## src/rtl/mem_access_unit_pkg.sv

```systemverilog
// Shared definitions for the load/store bus adapter: size codes, FSM states,
// latched request payload and strobe/lane helpers.
package mem_access_unit_pkg;

  localparam int unsigned ADDR_W = 32;
  localparam int unsigned DATA_W = 32;
  localparam int unsigned STRB_W = DATA_W / 8;

  localparam logic [2:0] F3_B  = 3'b000;
  localparam logic [2:0] F3_H  = 3'b001;
  localparam logic [2:0] F3_W  = 3'b010;
  localparam logic [2:0] F3_BU = 3'b100;
  localparam logic [2:0] F3_HU = 3'b101;

  typedef enum logic [1:0] {
    ST_IDLE = 2'd0,
    ST_REQ  = 2'd1,
    ST_RESP = 2'd2,
    ST_DONE = 2'd3
  } state_e;

  typedef struct packed {
    logic       we;
    logic [2:0] funct3;
    logic [1:0] off;
  } mem_req_t;

  // Legal size code for the direction and naturally aligned for that size.
  function automatic logic access_ok(input logic we, input logic [2:0] funct3,
                                     input logic [1:0] off);
    logic ok;
    case (funct3)
      F3_B, F3_BU: ok = !(we && funct3 == F3_BU);
      F3_H, F3_HU: ok = !off[0] && !(we && funct3 == F3_HU);
      F3_W:        ok = (off == 2'b00);
      default:     ok = 1'b0;
    endcase
    return ok;
  endfunction

  function automatic logic [STRB_W-1:0] strobe(input logic [2:0] funct3,
                                               input logic [1:0] off);
    logic [STRB_W-1:0] s;
    case (funct3[1:0])
      2'b00:   s = 4'b0001 << off;
      2'b01:   s = 4'b0011 << off;
      default: s = 4'b1111;
    endcase
    return s;
  endfunction

  function automatic logic [DATA_W-1:0] lane(input logic [2:0] funct3,
                                             input logic [1:0] off,
                                             input logic [DATA_W-1:0] wdata);
    logic [DATA_W-1:0] d;
    if (funct3[1:0] == 2'b10) d = wdata;
    else                      d = wdata << {off, 3'b000};
    return d;
  endfunction

endpackage

```

## src/rtl/mem_access_unit_load_extend.sv

```systemverilog
// Selects the addressed byte/half of a read word and sign- or zero-extends it.
module mem_access_unit_load_extend
  import mem_access_unit_pkg::*;
(
  input  logic [DATA_W-1:0] word_i,
  input  logic [1:0]        off_i,
  input  logic [2:0]        funct3_i,
  output logic [DATA_W-1:0] result_c_o
);

  logic [DATA_W-1:0] shifted;

  always_comb begin
    shifted = word_i >> {off_i, 3'b000};
    case (funct3_i)
      F3_B:    result_c_o = {{24{shifted[7]}}, shifted[7:0]};
      F3_H:    result_c_o = {{16{shifted[15]}}, shifted[15:0]};
      F3_BU:   result_c_o = {24'd0, shifted[7:0]};
      F3_HU:   result_c_o = {16'd0, shifted[15:0]};
      default: result_c_o = word_i;
    endcase
  end

endmodule

```

## src/rtl/mem_access_unit.sv

```systemverilog
// Load/store bus adapter: one request becomes one word-aligned valid/ready
// transaction with byte strobes; load data is extended before being returned.
module mem_access_unit
  import mem_access_unit_pkg::*;
#(
  parameter int unsigned TIMEOUT = 16
) (
  input  logic              clk_i,
  input  logic              rst_i,
  input  logic              req_i,
  input  logic              we_i,
  input  logic [2:0]        funct3_i,
  input  logic [ADDR_W-1:0] addr_i,
  input  logic [DATA_W-1:0] wdata_i,
  output logic              busy_o,
  output logic              done_o,
  output logic              err_o,
  output logic [DATA_W-1:0] rdata_o,
  output logic              bus_valid_o,
  input  logic              bus_ready_i,
  output logic [ADDR_W-1:0] bus_addr_o,
  output logic              bus_we_o,
  output logic [STRB_W-1:0] bus_wstrb_o,
  output logic [DATA_W-1:0] bus_wdata_o,
  input  logic              bus_rvalid_i,
  input  logic [DATA_W-1:0] bus_rdata_i
);

  localparam int unsigned CNT_W = (TIMEOUT > 2) ? $clog2(TIMEOUT) : 1;
  localparam logic [CNT_W-1:0] CNT_LAST = CNT_W'(TIMEOUT - 1);

  state_e            state_q, state_d;
  mem_req_t          req_q, req_d;
  logic [CNT_W-1:0]  cnt_q, cnt_d;
  logic              err_flag_q, err_flag_d;
  logic              busy_q, busy_d;
  logic              done_q, done_d;
  logic              err_q, err_d;
  logic [DATA_W-1:0] rdata_q, rdata_d;
  logic              bus_valid_q, bus_valid_d;
  logic [ADDR_W-1:0] bus_addr_q, bus_addr_d;
  logic              bus_we_q, bus_we_d;
  logic [STRB_W-1:0] bus_wstrb_q, bus_wstrb_d;
  logic [DATA_W-1:0] bus_wdata_q, bus_wdata_d;
  logic [DATA_W-1:0] ext_data;

  mem_access_unit_load_extend u_load_extend (
    .word_i     (bus_rdata_i),
    .off_i      (req_q.off),
    .funct3_i   (req_q.funct3),
    .result_c_o (ext_data)
  );

  always_ff @(posedge clk_i or posedge rst_i) begin
    if (rst_i) begin
      state_q     <= ST_IDLE;
      req_q       <= '0;
      cnt_q       <= '0;
      err_flag_q  <= 1'b0;
      busy_q      <= 1'b0;
      done_q      <= 1'b0;
      err_q       <= 1'b0;
      rdata_q     <= '0;
      bus_valid_q <= 1'b0;
      bus_addr_q  <= '0;
      bus_we_q    <= 1'b0;
      bus_wstrb_q <= '0;
      bus_wdata_q <= '0;
    end else begin
      state_q     <= state_d;
      req_q       <= req_d;
      cnt_q       <= cnt_d;
      err_flag_q  <= err_flag_d;
      busy_q      <= busy_d;
      done_q      <= done_d;
      err_q       <= err_d;
      rdata_q     <= rdata_d;
      bus_valid_q <= bus_valid_d;
      bus_addr_q  <= bus_addr_d;
      bus_we_q    <= bus_we_d;
      bus_wstrb_q <= bus_wstrb_d;
      bus_wdata_q <= bus_wdata_d;
    end
  end

  always_comb begin
    state_d     = state_q;
    req_d       = req_q;
    cnt_d       = cnt_q;
    err_flag_d  = err_flag_q;
    rdata_d     = rdata_q;
    bus_addr_d  = bus_addr_q;
    bus_wstrb_d = bus_wstrb_q;
    bus_wdata_d = bus_wdata_q;

    case (state_q)
      ST_IDLE: begin
        if (req_i) begin
          req_d = '{we: we_i, funct3: funct3_i, off: addr_i[1:0]};
          if (!access_ok(we_i, funct3_i, addr_i[1:0])) begin
            state_d    = ST_DONE;
            err_flag_d = 1'b1;
          end else begin
            state_d     = ST_REQ;
            err_flag_d  = 1'b0;
            cnt_d       = '0;
            bus_addr_d  = {addr_i[ADDR_W-1:2], 2'b00};
            bus_wstrb_d = we_i ? strobe(funct3_i, addr_i[1:0]) : '0;
            bus_wdata_d = we_i ? lane(funct3_i, addr_i[1:0], wdata_i) : '0;
          end
        end
      end
      ST_REQ: begin
        if (bus_ready_i) begin
          state_d = req_q.we ? ST_DONE : ST_RESP;
          cnt_d   = '0;
        end else if (cnt_q == CNT_LAST) begin
          state_d    = ST_DONE;
          err_flag_d = 1'b1;
        end else begin
          cnt_d = cnt_q + CNT_W'(1);
        end
      end
      ST_RESP: begin
        // Read data is captured only here; a stray rvalid elsewhere is dropped.
        if (bus_rvalid_i) begin
          rdata_d = ext_data;
          state_d = ST_DONE;
        end else if (cnt_q == CNT_LAST) begin
          state_d    = ST_DONE;
          err_flag_d = 1'b1;
        end else begin
          cnt_d = cnt_q + CNT_W'(1);
        end
      end
      ST_DONE: state_d = ST_IDLE;
      default: state_d = ST_IDLE;
    endcase

    busy_d      = (state_d != ST_IDLE);
    done_d      = (state_d == ST_DONE);
    err_d       = (state_d == ST_DONE) && err_flag_d;
    bus_valid_d = (state_d == ST_REQ);
    bus_we_d    = (state_d == ST_REQ) && req_d.we;
  end

  assign busy_o      = busy_q;
  assign done_o      = done_q;
  assign err_o       = err_q;
  assign rdata_o     = rdata_q;
  assign bus_valid_o = bus_valid_q;
  assign bus_addr_o  = bus_addr_q;
  assign bus_we_o    = bus_we_q;
  assign bus_wstrb_o = bus_wstrb_q;
  assign bus_wdata_o = bus_wdata_q;

endmodule

```

## config.mk

```make
export PLATFORM = sky130hd
export DESIGN_NAME = mem_access_unit
export DESIGN_NICKNAME = d
export VERILOG_FILES = /design/src/rtl/mem_access_unit_pkg.sv /design/src/rtl/mem_access_unit_load_extend.sv /design/src/rtl/mem_access_unit.sv
export SDC_FILE = /design/constraint.sdc
export NUM_CORES = 1
export LEC_CHECK = 0
export CORE_MARGIN = 1
export CORE_UTILIZATION = 46
export DETAILED_ROUTE_END_ITERATION = 10
export PLACE_DENSITY = 0.79
export SKIP_CTS_REPAIR_TIMING = 1
export SLEW_MARGIN = 25
export SYNTH_ARGS = -nofsm -noshare
export SYNTH_HDL_FRONTEND = slang
export SYNTH_HIERARCHICAL = 1
export SYNTH_SLANG_ARGS = --single-unit
```

## constraint.sdc

```tcl
create_clock -name clk_i -period 3.9 [get_ports clk_i]
set_input_delay 0.585 -clock clk_i [delete_from_list [all_inputs] [get_ports clk_i]]
set_output_delay 0.585 -clock clk_i [all_outputs]
set_load 0.03 [all_outputs]
```

# --- Yosys cells after proc, flatten, opt, wreduce, memory -nomap -nowiden ---
# Cells that the tools add are included.
# W data, S select, Z words.
classes:
  n_reduce_logical: 21
  mux: 29
  shifts: 4
  eq_ne: 18
  n_addsub: 1
ops:
  columns: ["operator", "count"]
  rows:
  - ["$pmux W32 S4", 1]
  - ["$mux W32", 2]
  - ["$shl A32 B5 Y32", 1]
  - ["$shr A32 B5 Y16", 1]
  - ["$mux W4", 6]
  - ["$eq A3 B3 Y1 const B", 4]
  - ["$mux W6", 2]
  - ["$pmux W4 S3", 1]
  - ["$mux W2", 5]
  - ["$eq A2 B2 Y1 const B", 4]
  - ["$mux W1", 8]
  - ["$pmux W2 S4", 1]
  - ["$pmux W4 S2", 1]
  - ["$eq A2 B1 Y1 const B", 3]
  - ["$eq A3 B1 Y1 const B", 2]
  - ["$logic_not A2 Y1", 3]
  - ["$logic_not A3 Y1", 2]
  - ["$ne A2 B2 Y1 const B", 3]
  - ["$pmux W1 S3", 2]
  - ["$logic_and A1 B1 Y1", 5]
  - ["$add A4 B1 Y4 const B", 1]
  - ["$eq A4 B4 Y1 const B", 1]
  - ["$reduce_and A2 Y1", 2]
  - ["$reduce_and A4 Y1", 1]
  - ["8 further kinds", 11]
totals:
  word_cells: 88
  regBits: 116
  out_inout_bits: 105

# --- Depth between registers and ports, before layout ---
depth:
  depth_word: 12
  mapped_depth: 8
  mapped_depth_nobuf: 6

# --- Modules after synthesis ---
# Netlist, hierarchy kept.
modules_own_cells:
  columns: ["mod", "area_per_inst_um2", "cells_per_inst", "instances"]
  rows:
  - ["mem_access_unit", 5346.4, 476, 1]
  - ["mem_access_unit_load_extend", 691.9, 106, 1]

# --- Least setup slack after synthesis ---
# No wires, ideal clock.
synth_path:
  path_kind: "input -> register"
  startpoint: "input bus_rdata_i[31]"
  endpoint: "register rdata_q[31] (netlist: rdata_o[31])"
  cell_stages: 5
  n_path_buf: 1
  required_ns: 3.775
  t_arrival_ns: 1.788
  setup_ns: 0.125
  path_slack_ns: 1.988
  cell_sequence: "mux4_2 > o211ai_4 > buf_6 > o21ai_0 > mux2_2"
synth_between:
  elab_chain_cells: 2
synth_lines:
  columns: ["item", "line_no", "rtl"]
  rows:
  - ["start, declared", "mem_access_unit.sv:26", "input logic [DATA_W-1:0] bus_rdata_i"]
  - ["$shr A32 B5 Y16", "mem_access_unit_load_extend.sv:14", "shifted = word_i >> {off_i, 3'b000};"]
  - ["$pmux W32 S4 (*)", "mem_access_unit_load_extend.sv:15", "case (funct3_i)"]
  - ["net ext_data[31]", "mem_access_unit.sv:45", "logic [DATA_W-1:0] ext_data;"]
  - ["end signal, assigned", "mem_access_unit.sv:77", "rdata_q <= rdata_d;"]
  - ["end, declared", "mem_access_unit.sv:39", "logic [DATA_W-1:0] rdata_q, rdata_d;"]
# The timed path passes the listed nets; every way through them passes the cells marked *.
# A chain may end at the register's enable or synchronous reset.

# --- Final worst setup path ---
layout_path:
  startpoint: "input funct3_i[0]"
  endpoint: "register bus_wdata_q[12] (netlist: bus_wdata_o[12])"
layout_between:
  elab_chain_cells: 8
  word_cells_on_any_way: 19
layout_lines:
  columns: ["item", "line_no", "rtl"]
  rows:
  - ["start, declared", "mem_access_unit.sv:12", "input logic [2:0] funct3_i,"]
  - ["$eq A3 B3 Y1", "mem_access_unit_pkg.sv:32, mem_access_unit_pkg.sv:34", null]
  - ["$logic_and A1 B1 Y1", "mem_access_unit_pkg.sv:34", "F3_H, F3_HU: ok = !off[0] && !(we && funct3 == F3_HU);"]
  - ["$logic_not A1 Y1", "mem_access_unit_pkg.sv:34", null]
  - ["$logic_and A1 B1 Y1", "mem_access_unit_pkg.sv:34", null]
  - ["$pmux W1 S3", "mem_access_unit_pkg.sv:32", "case (funct3)"]
  - ["$mux W1", "mem_access_unit.sv:98", "if (req_i) begin"]
  - ["$mux W1", "mem_access_unit.sv:96", "case (state_q)"]
  - ["$reduce_and A3 Y1 (no line)", null, null]
  - ["end signal, assigned", "mem_access_unit.sv:82", "bus_wdata_q <= bus_wdata_d;"]
  - ["end, declared", "mem_access_unit.sv:44", "logic [DATA_W-1:0] bus_wdata_q, bus_wdata_d;"]
# Several ways; a longest one is shown, not always the timed one. The select of a mux whose other input is x is not followed.

==> flow_summary.yaml <==
worst_setup_path:
  regToRegStartpoint: "req_q[1]$_DFFE_PP0P_"
  crit_type: "input pin to flop"
  crit_family: "compound AO/OA/AOI/OAI gates"
  startpoint_type: "input pin"
  path_cells: "clkdlybuf4s50_1, a221oi_2, o21bai_4, buf_12, nor2_2, a22o_1"
  arrival_ns: 2.86
  endpoint_kind: "flop"
  required_ns: 4.25
  crit_slowest_cell: "clkdlybuf4s50_1"
  worst-path-buf-inv: 2
  crit_path_max_fanout: 59
  cp-startpoint: "funct3_i[0]"
  slowest_delay_ns: 0.60
drt:
  wl_per_cell_um: 19.3
  vias: 5475
  finalWirelength_mm: 18.5
  antenna_left: 0
  dr.pass1.iters: 6
  via_per_inst: 5.70
  drc_errors: 0
  dr.first_iter.drc_count: 704
cells_and_area:
  antenna_cells: 0
  final_common_cell: "clkdlybuf4s50_1"
  area_growth_pct: 45.9
  mostFrequentLayoutCells: "207 x clkdlybuf4s50_1, 116 x dfrtp_1, 92 x nand2_1"
  nNetsFinal: 886
  fin_area_um2: 8810
  drive_above_1_share: 0.164
logic_synthesis:
  syn_inst: 582
  synth_edf_count: 0
  ys_types: 58
  ys_async_sr_fraction: 1.00
  ys_seq_elements: 116
  synth_flop_cell: "dfrtp_1"
  yosysWarnings: 6
  netlist_area_um2: 6040
  seq_area_frac_synth: 0.481
  syn_avg_cell_area_um2: 10.4
clocking:
  root_buffer: "clkbuf_16"
  clk_pin_slew_ns: 0.06
  cts_buffer_depth: 2
  clk_latency_ns: 0.42
  cts_made_buffers: 17
  ctsHtreeMaxLevel: 4
  cts.sinks: 116
  cts_tree: "done"
timing:
  fin_crit_sh: 0.644
  period_needed_ns: 2.51
  setup_viol: 0
  fin_worst_skew_ns: 0.00727
  fin_setup_tns_ns: 0
  max_slew_margin: 0.391
  worst_pin_slew_ns: 0.913
  rsz0062_at_grt: "false"
  hold_viol_final: 0
  finalMaxSlewViolations: 0
  max_freq_mhz: 398
power:
  p_leak_uw: 0.00371
  power_density_nw_per_um2: 837
  vdd_ir_drop_max_mv: 0.613
  total_power_uw: 7370
floorplanning:
  dieArea_um2: 13600
  boundaryPins: 210
  start_util: 0.475
  die_w_um: 117
  die_h_um: 117
  fp-row-count: 41
  core_um2: 12700
grt:
  met2_usage: 0.450
  grt_antenna_before_repair: 0
  grt_usage: 0.285
  use_met1: 0.367
  busiest_layer: "met2"
  grt_max_degree: 72
  overflow: 0
  grt_pass1_vias: 5448
  met3_usage: 0.0804
  grt_pass1_wl_mm: 28.9
hold_path:
  min_from: "bus_wdata_o[24]$_DFFE_PP0P_"
  hp-class: "flop to flop"
flow_run:
  max_cap_violations: 0
place:
  dp_hpwl_mm: 13.2
  place_area_um2: 8230
  gp_congestion: 0.936
  portBuffers: 207
status:
  status: "finished, final reports clean"
[metrics by stage]
| stage | setup WS (ns) | hold WS [ns] | instances | utilization |
|---|---|---|---|---|
| 2_1_floorplan | 0.243 | 0.470 | 583 | - |
| 3_3_place_gp | 1.13 | 0.469 | 928 | 0.647 |
| 3_5_place_dp | 0.953 | 0.468 | 928 | 0.647 |
| 4_1_cts | 1.40 | 0.480 | 960 | 0.693 |
| 5_1_grt | 1.24 | 0.513 | 960 | 0.693 |
| 6_report | 1.39 | 0.485 | 960 | 0.693 |
[worst min-delay path: stages, from the launching register on]
cell,delay [ns]
dfrtp_1,0.34
nand2_1,0.06
o41ai_2,0.05
[registers in the layout (all words and copies together) (netlist names)]
| signal | flops |
|---|---|
| bus_wdata_o | 32 |
| rdata_o | 32 |
| bus_addr_o | 30 |
| req_q | 6 |
| bus_wstrb_o | 4 |
| cnt_q | 4 |
| state_q | 2 |
| bus_valid_o | 1 |
| bus_we_o | 1 |
| busy_o | 1 |
| done_o | 1 |
| err_flag_q | 1 |
| err_o | 1 |
[routing by layer]
metal / up-vias / wire length, µm
met2: 288 / 8870
met4: 0 / 408
li1: 2527 / -
met3: 33 / 1610
met1: 2627 / 7640
met5: - / 0
[area by class of cell]
type	count	area, µm²
Fill cell	968	3910
Timing Repair Buffer	216	2160
Sequential cell	116	2900
Multi-Input combinational cell	401	2860
Tap cell	172	215
Clock buffer	20	457
Clock inverter	12	128
Inverter	23	88.8
[Yosys cell counts (all sizes together), types with 9 or more instances]
cell    count  area, µm²
a21oi       9       48.8
a22o       11       96.3
a31oi      16        100
buf        20        119
clkbuf     23       87.6
dfrtp     116       2900
inv        23       86.3
mux2       73        822
nand2      92        345
nor2       23       88.8
nor2b      12       77.6
o21ai      59        295
o31ai      16        120
o41ai       9        109
[path summary, 6_finish.rpt]
check	to	slack, ns	cells after the start
max in group asynchronous	req_q[2]$_DFFE_PP0P_	2.42	3
max	bus_wdata_o[12]$_DFFE_PP0P_	1.39	6
max reg2reg	rdata_o[16]$_DFFE_PP0P_	1.53	4
min in group asynchronous	rdata_o[17]$_DFFE_PP0P_	0.73	2
min reg2reg	bus_wdata_o[24]$_DFFE_PP0P_	0.48	2
min	bus_wdata_o[24]$_DFFE_PP0P_	0.48	2
[power by group]
group,total [µW],internal (µW),leakage [µW],switching [µW]
Clock,1540,971,0.000279,569
Combinational,3710,1630,0.00197,2080
Sequential,2120,1740,0.00147,377
[cell families after synthesis]
group	share of synthesized area
mux	0.146
buf+inv	0.0485
compound gates	0.211
other cells	0.000621
simple gates	0.101
fa+ha+maj	0.0124
flops	0.481
(Power assumes the default switching activity.)
